$ cat config.mk
export PLATFORM = sky130hd
export DESIGN_NAME = noise_qualifier
export DESIGN_NICKNAME = d
export VERILOG_FILES = /design/src/rtl/noise_qualifier_pkg.sv /design/src/rtl/noise_qualifier_debounce_filter.sv /design/src/rtl/noise_qualifier.sv
export SDC_FILE = /design/constraint.sdc
export NUM_CORES = 1
export LEC_CHECK = 0
export CORE_ASPECT_RATIO = 0.8
export CORE_MARGIN = 3
export CORE_UTILIZATION = 35
export CTS_CLUSTER_DIAMETER = 80
export DETAILED_ROUTE_END_ITERATION = 12
export PLACE_DENSITY_LB_ADDON = 0.2
export SETUP_SLACK_MARGIN = 0.2
export SLEW_MARGIN = 30
export SYNTH_ARGS = -nofsm -noshare
export SYNTH_HDL_FRONTEND = slang
export SYNTH_SLANG_ARGS = --single-unit
$ cat constraint.sdc
create_clock -name clk -period 1.78 [get_ports clk]
set_clock_uncertainty 0.1 [all_clocks]
set_input_delay 0.445 -clock clk [delete_from_list [all_inputs] [get_ports clk]]
set_output_delay 0.445 -clock clk [all_outputs]
set_load 0.02 [all_outputs]
$ cat src/rtl/noise_qualifier_pkg.sv
// Shared types and constants for the noise_qualifier block: FSM state, edge-count width and counter sizing.
package noise_qualifier_pkg;

    typedef enum logic {
        IDLE  = 1'b0,
        COUNT = 1'b1
    } state_t;

    localparam int EDGE_CNT_W = 8;
    localparam logic [EDGE_CNT_W-1:0] EDGE_CNT_MAX = 8'd255;

    // Width of a counter that must hold 0..n-1; never narrower than one bit.
    function automatic int cnt_w(input int n);
        return (n > 1) ? $clog2(n) : 1;
    endfunction

endpackage

$ cat src/rtl/noise_qualifier_debounce_filter.sv
// Synchroniser plus stability-counter debounce for the comparator input.
// Compiled only when NOISE_QUALIFIER_DEBOUNCE_EN is defined.
`ifdef NOISE_QUALIFIER_DEBOUNCE_EN
module debounce_filter
    import noise_qualifier_pkg::*;
#(
    parameter int SYNC_STAGES     = 2,
    parameter int DEBOUNCE_CYCLES = 16
)(
    input  logic i_clk,
    input  logic i_rst_n,
    input  logic i_async,
    output logic o_level
);

    localparam int CNT_W = cnt_w(DEBOUNCE_CYCLES);
    localparam logic [CNT_W-1:0] CNT_LAST = CNT_W'(DEBOUNCE_CYCLES - 1);

    logic [SYNC_STAGES-1:0] r_sync;
    logic [CNT_W-1:0]       r_cnt;
    logic                   r_level;
    logic                   w_sync_out;

    assign w_sync_out = r_sync[SYNC_STAGES-1];
    assign o_level    = r_level;

    always_ff @(posedge i_clk) begin
        if (!i_rst_n) begin
            r_sync <= '0;
        end else begin
            r_sync <= {r_sync[SYNC_STAGES-2:0], i_async};
        end
    end

    // The level flips on the Nth consecutive disagreeing cycle; one agreeing cycle restarts the count.
    always_ff @(posedge i_clk) begin
        if (!i_rst_n) begin
            r_cnt   <= '0;
            r_level <= 1'b0;
        end else if (w_sync_out != r_level) begin
            if (r_cnt == CNT_LAST) begin
                r_level <= w_sync_out;
                r_cnt   <= '0;
            end else begin
                r_cnt <= r_cnt + 1'b1;
            end
        end else begin
            r_cnt <= '0;
        end
    end

endmodule
`endif

$ cat src/rtl/noise_qualifier.sv
// Window-qualified noise detector: counts debounced rising edges of comp_in per measurement window.
// Define NOISE_QUALIFIER_DEBOUNCE_EN to insert the debounce filter after the synchroniser.
module noise_qualifier
    import noise_qualifier_pkg::*;
#(
    parameter int SYNC_STAGES     = 2,
    parameter int DEBOUNCE_CYCLES = 16,
    parameter int WINDOW_CYCLES   = 50000,
    parameter int MIN_EDGES       = 4
)(
    input  logic                  clk,
    input  logic                  reset,
    input  logic                  enable,
    input  logic                  comp_in,
    output logic                  noise_valid,
    output logic [EDGE_CNT_W-1:0] edge_count,
    output logic                  window_done,
    output logic                  busy
);

    localparam int WIN_W = cnt_w(WINDOW_CYCLES);
    localparam logic [WIN_W-1:0]      WIN_LAST = WIN_W'(WINDOW_CYCLES - 1);
    localparam logic [EDGE_CNT_W-1:0] MIN_CNT  = EDGE_CNT_W'(MIN_EDGES);

    if (SYNC_STAGES < 2 || SYNC_STAGES > 4) begin : g_bad_sync
        $error("SYNC_STAGES must be 2..4");
    end
    if (DEBOUNCE_CYCLES < 1) begin : g_bad_debounce
        $error("DEBOUNCE_CYCLES must be at least 1");
    end
    if (WINDOW_CYCLES < 1) begin : g_bad_window
        $error("WINDOW_CYCLES must be at least 1");
    end
    if (MIN_EDGES < 1 || MIN_EDGES > 255) begin : g_bad_min
        $error("MIN_EDGES must be 1..255");
    end

    function automatic logic [EDGE_CNT_W-1:0] sat_inc(input logic [EDGE_CNT_W-1:0] cnt,
                                                      input logic                  inc);
        if (inc && (cnt != EDGE_CNT_MAX)) begin
            return cnt + 1'b1;
        end
        return cnt;
    endfunction

    logic                  w_deb;
    logic                  w_rise;
    logic [EDGE_CNT_W-1:0] w_run_next;
    logic                  r_deb_prev;
    state_t                r_state;
    logic [WIN_W-1:0]      r_win;
    logic [EDGE_CNT_W-1:0] r_run;
    logic                  r_noise_valid;
    logic [EDGE_CNT_W-1:0] r_edge_count;
    logic                  r_window_done;
    logic                  r_busy;

`ifdef NOISE_QUALIFIER_DEBOUNCE_EN
    debounce_filter #(
        .SYNC_STAGES     (SYNC_STAGES),
        .DEBOUNCE_CYCLES (DEBOUNCE_CYCLES)
    ) u_debounce (
        .i_clk   (clk),
        .i_rst_n (reset),
        .i_async (comp_in),
        .o_level (w_deb)
    );
`else
    logic [SYNC_STAGES-1:0] r_sync;

    always_ff @(posedge clk) begin
        if (!reset) begin
            r_sync <= '0;
        end else begin
            r_sync <= {r_sync[SYNC_STAGES-2:0], comp_in};
        end
    end

    assign w_deb = r_sync[SYNC_STAGES-1];
`endif

    always_ff @(posedge clk) begin
        if (!reset) begin
            r_deb_prev <= 1'b0;
        end else begin
            r_deb_prev <= w_deb;
        end
    end

    // An edge seen on the final window cycle still lands in that window's verdict.
    assign w_rise     = w_deb & ~r_deb_prev;
    assign w_run_next = sat_inc(r_run, w_rise);

    always_ff @(posedge clk) begin
        if (!reset) begin
            r_state       <= IDLE;
            r_win         <= '0;
            r_run         <= '0;
            r_noise_valid <= 1'b0;
            r_edge_count  <= '0;
            r_window_done <= 1'b0;
            r_busy        <= 1'b0;
        end else begin
            r_window_done <= 1'b0;
            case (r_state)
                IDLE: begin
                    r_win <= '0;
                    r_run <= '0;
                    if (enable) begin
                        r_state <= COUNT;
                        r_busy  <= 1'b1;
                    end
                end
                COUNT: begin
                    if (r_win == WIN_LAST) begin
                        r_edge_count  <= w_run_next;
                        r_noise_valid <= (w_run_next >= MIN_CNT);
                        r_window_done <= 1'b1;
                        r_win         <= '0;
                        r_run         <= '0;
                        if (!enable) begin
                            r_state <= IDLE;
                            r_busy  <= 1'b0;
                        end
                    end else if (!enable) begin
                        // Aborted window: the verdict is withdrawn, the last count is kept.
                        r_state       <= IDLE;
                        r_busy        <= 1'b0;
                        r_noise_valid <= 1'b0;
                        r_win         <= '0;
                        r_run         <= '0;
                    end else begin
                        r_win <= r_win + 1'b1;
                        r_run <= w_run_next;
                    end
                end
            endcase
        end
    end

    assign noise_valid = r_noise_valid;
    assign edge_count  = r_edge_count;
    assign window_done = r_window_done;
    assign busy        = r_busy;

endmodule

Word level (Yosys, flattened, before mapping)
Index checks and enable logic that the tools add are counted.
{"block": "classes", "n_addsub": 2, "order_cmp": 1, "n_eq_ne": 5, "n_mux": 15, "bitwise_logic": 3, "reduce_logical": 5}
{"op": "16-bit two-way mux", "n": 2}
{"op": "8-bit two-way mux", "n": 4}
{"op": "16-bit one-hot mux with 2 select lines", "n": 1}
{"op": "16-bit by 1-bit adder with 16-bit output (second input constant)", "n": 1}
{"op": "16-bit == test (second input constant)", "n": 1}
{"op": "8-bit one-hot mux with 2 select lines", "n": 1}
{"op": "8-bit by 1-bit adder with 8-bit output (second input constant)", "n": 1}
{"op": "8-bit by 3-bit greater-or-equal comparator with 1-bit output (second input constant)", "n": 1}
{"op": "8-bit inequality test (second input constant)", "n": 1}
{"op": "2-bit AND reduction", "n": 4}
{"op": "1-bit two-way mux", "n": 6}
{"op": "2-bit inequality test (second input constant)", "n": 2}
{"op": "2-bit by 1-bit inequality test with 1-bit output (second input constant)", "n": 1}
{"op": "1-bit inverter", "n": 2}
{"op": "1-bit one-hot mux with 2 select lines", "n": 1}
{"op": "1-bit bitwise AND", "n": 1}
{"op": "1-bit logical AND", "n": 1}
{"block": "word_totals", "register_bits": 39, "inputBits": 4}

Longest topological paths before layout
Gate-level depths: netlist of run 1.
{"block": "depth", "depth_word": 8, "mapped_depth": 7, "depth_no_buf": 6}

Worst setup path before layout of run 1
Ideal clock, no wire load.
{"block": "synth_timing", "path_type": "reg-to-reg", "from": "register r_win[5]", "to": "register r_edge_count[6] (netlist: edge_count[6])", "arrival_time_ns": 1.656, "required_time_ns": 1.560, "path_slack_ns": -0.096, "path_stages_with_launch": 7, "n_path_buf": 1, "period_less_slack_ns": 1.876, "path_cell_list": "dfxtp_1 -> or4b_1 -> nor4_2 -> and2_4 -> buf_12 -> mux2i_1 -> nor2_1"}
{"block": "synth_between", "elab_chain_len": 2}
{"item": "start: declaration", "line": "noise_qualifier.sv:51", "rtl": "logic [WIN_W-1:0] r_win;"}
{"item": "start signal: assignment", "line": "noise_qualifier.sv:133", "rtl": "r_win <= r_win + 1'b1;"}
{"item": "16-bit == test", "line": "noise_qualifier.sv:115", "rtl": "if (r_win == WIN_LAST) begin"}
{"item": "2-bit AND reduction (no source line)"}
{"item": "end signal: assignment", "line": "noise_qualifier.sv:116", "rtl": "r_edge_count <= w_run_next;"}
{"item": "end: declaration", "line": "noise_qualifier.sv:54", "rtl": "logic [EDGE_CNT_W-1:0] r_edge_count;"}
Every way passes these cells.
A chain may end at the register's enable or synchronous reset.

Final worst setup path of run 1
{"block": "layout_timing", "from": "register r_win[5]", "to": "register r_edge_count[7] (netlist: edge_count[7])"}
Same word-level chain as after synthesis.

==> impl_metrics.yaml, run 1 <==
run_status:
  outcome: "finished, violations left"
  violations: "setup timing"
layout:
  diodes: 0
  fin_util: 0.4873
  syn_to_final_growth_pct: 28.59
  layout_common_cells: "dfxtp_1 (38), nor2_1 (32), buf_4 (19)"
  drive_gt1_frac: 0.1726
  design_area_um2: 2138
  nNetsFinal: 232
  n_fill_cell: 418
  layout_commonest_cell: "dfxtp_1"
yosys:
  synthesis.area_per_instance_um2: 8.988
  ys_seq_area_frac: 0.4695
  synth_edf_count: 0
  synthArstFlopShare: 0
  synth_fp_nets: 192
  ys_ff_latch: 39
  ys_types: 34
  syn_area_um2: 1663
  synth_cells: 185
  yosysWarnings: 0
  synthFlopType: "dfxtp_1"
timing:
  relSlewSlack: 0.7900
  final.min_clock_period_ns: 1.889
  finalSetupViolCount: 33
  worst_slew_pin_slew_ns: 0.3143
  finalMaxSlewViolations: 0
  holdWs_ns: 0.3402
  finalCritPeriodShare: 1.061
  rsz0062_at_grt: "true"
  max_freq_mhz: 529.3
  timing.final.ws_setup_ns: -0.1091
  hold_violations: 0
pwr:
  max-vdd-ir-drop_uv: 448.9
  clockPowerShare: 0.410
  powerDensity_nw_per_um2: 736.0
  p_switching_w: 0.0003199
  power_frac_seq: 0.562
  p_int_w: 0.001254
  comb_power_share: 0.028
  swShare: 0.2033
  finalPower_w: 0.001574
  cellLeakagePower_nw: 0.8501
critical_path:
  crit_start: "r_win[5]$_SDFF_PP0_"
  slowest_stage: "or4b_4"
  worstPathMaxFanout: 6
  crit_chain: "or4b_4 > nor4_4 > and2_4 > mux2i_1 > nor2_1"
  critPathArrivalTime_ns: 1.96
  critPathKind: "reg2reg"
  ff2ff_setup_slack_ns: -0.11
  end_kind: "flop"
  required_ns: 1.85
  start_kind: "flop"
  slowest_delay_ns: 0.55
  r2r-start: "r_win[5]$_SDFF_PP0_"
hold_path:
  hold_class: "reg2reg"
  min_from: "r_sync[0]$_SDFF_PN0_"
place:
  placed_cell_area_um2: 2012
  hpwlAfterDp_mm: 2.726
  place_ws_ns: -0.1575
  portBuffers: 14
  place.gp.congestion: 0.8339
floorplanning:
  initial_utilization: 0.3790
  rows: 21
  die_h_um: 67.65
  core-area_um2: 4388
  die_w_um: 83.07
  top_level_ports: 15
  die_area_um2: 5619
run:
  cap_violations: 0
drt:
  detail-route-antenna-nets: 0
  drc: 0
  vias: 1398
  routedWlPerCell_um: 12.81
  firstDrtPassIters: 4
  postRouteWirelength_mm: 3.626
  detail_route.iter0.violations: 54
  viasPerCell: 4.940
global_route:
  use_met2: 0.2110
  grt_pass1_vias: 1338
  antenna_found_initial: 0
  met1_usage: 0.2050
  track_usage: 0.1442
  grt-busiest-layer: "met2"
  grt-ovfl-total: 0
  grt_util_met3: 0.03537
  grt_pass1_wl_mm: 6.451
  grt_start_max_net_pins: 12
clock_network:
  htreeDepth: 2
  cts_buffers: 5
  clockRootBuffer: "clkbuf_8"
  clk_pin_slew_worst_paths_ns: 0.07
  cts_tree: "done"
  cts.sinks: 39
  clock_latency_ns: 0.28
  cts.path.max_buffers: 2
==> kinds of logic after synthesis <==
family / share of synthesized area
xor gates and xnor gates: 0.07374
DFF: 0.4695
and+or+nand+nor: 0.2694
adders and majority gates: 0.02258
buffers and inverters: 0.03612
muxes: 0.04966
AOI/OAI and AO/OA: 0.07901
==> power by group through the flow <==
| stage | Clock [W] | Combinational (W) | Sequential, W |
|---|---|---|---|
| detailed placement | 0 | 0.0000436 | 0.000904 |
| CTS | 0.000663 | 0.0000439 | 0.000884 |
| finish | 0.000646 | 0.0000437 | 0.000885 |
| floorplan | 0 | 0.0000190 | 0.000906 |
| global placement | 0 | 0.0000435 | 0.000904 |
| global route | 0.000716 | 0.0000491 | 0.000885 |
==> stage by stage <==
stage               TNS [ns]  std cells
detailed placement    -1.790        273
CTS                   -1.113        283
finish                -1.814        283
floorplan            -0.1950        185
global route          -3.863        283
global placement     -0.3566        273
==> registers in the layout (all words and copies together), names as in the netlist <==
name and count:
noise_valid 1, r_win 16, r_deb_prev 1, busy 1
window_done 1, r_run 8, r_sync 2, edge_count 8
r_state 1
==> worst max-delay path: cells and delay by family (launching register included) <==
kind | cells | cell delay (ns)
AND/OR/NAND/NOR | 4 | 1.16
flip-flops | 1 | 0.32
multiplexers | 1 | 0.21
==> path summary, 6_finish.rpt <==
path | to | cells after the start
min reg2reg | r_sync[1]$_SDFF_PN0_ | 1
max | edge_count[7]$_SDFFE_PN0P_ | 5
max reg2reg | edge_count[7]$_SDFFE_PN0P_ | 5
min | r_sync[1]$_SDFF_PN0_ | 1
==> cells in the mapped netlist, drive strengths merged, types with 2 or more instances <==
library cell,number,area [um2]
dfxtp,39,780.8
and4,2,17.52
a31oi,2,12.51
a21oi,10,50.05
xnor2,5,43.79
ha,3,37.54
o21ai,9,45.04
nor4,3,25.02
nand3,5,25.02
nor2b,3,18.77
mux2i,6,60.06
nor2,32,120.1
and2,5,33.78
and3,3,18.77
buf,3,30.03
or4b,2,20.02
mux2,2,22.52
nand2,12,45.04
nand4,7,43.79
nor3,4,20.02
inv,7,26.28
or3,3,18.77
xor2,9,78.83
nand4b,2,17.52
==> per-layer routing <==
metal / vias to the layer above / wire (um)
met2: 33 / 1404
met5: - / 0
li1: 724 / -
met3: 4 / 172
met1: 637 / 2011
met4: 0 / 38
==> timing repair <==
action                                  4_1_cts  5_1_grt
cloned                                        1        0
setup buffers                                 1        0
hold buffers                                  0        0
endpoints found under the setup margin       44       33
pin swaps                                     2        0
resized for setup                            17        1
hold endpoints to repair                      0        0
==> final cells by class <==
type / count / area [um2] / area share
Inverter: 7 / 26.28 / 0.01229
Multi-Input combinational cell: 136 / 855.8 / 0.4002
Timing Repair Buffer: 36 / 302.8 / 0.1416
Tap cell: 57 / 71.32 / 0.03335
Clock buffer: 8 / 100.1 / 0.04681
Sequential cell: 39 / 782.0 / 0.3657
Power figures use the tool's default switching activity.
==> run 2, diff against run 1 <==
--- a/config.mk
+++ b/config.mk
@@ -8,11 +8,11 @@
 export CORE_ASPECT_RATIO = 0.8
 export CORE_MARGIN = 3
 export CORE_UTILIZATION = 35
-export CTS_CLUSTER_DIAMETER = 80
+export CTS_CLUSTER_DIAMETER = 200
 export DETAILED_ROUTE_END_ITERATION = 12
 export PLACE_DENSITY_LB_ADDON = 0.2
 export SETUP_SLACK_MARGIN = 0.2
-export SLEW_MARGIN = 30
+export SLEW_MARGIN = 15
 export SYNTH_ARGS = -nofsm -noshare
 export SYNTH_HDL_FRONTEND = slang
 export SYNTH_SLANG_ARGS = --single-unit
==> results of run 2 <==
The final DEF is identical to that of run 1; final timing and power are the same.
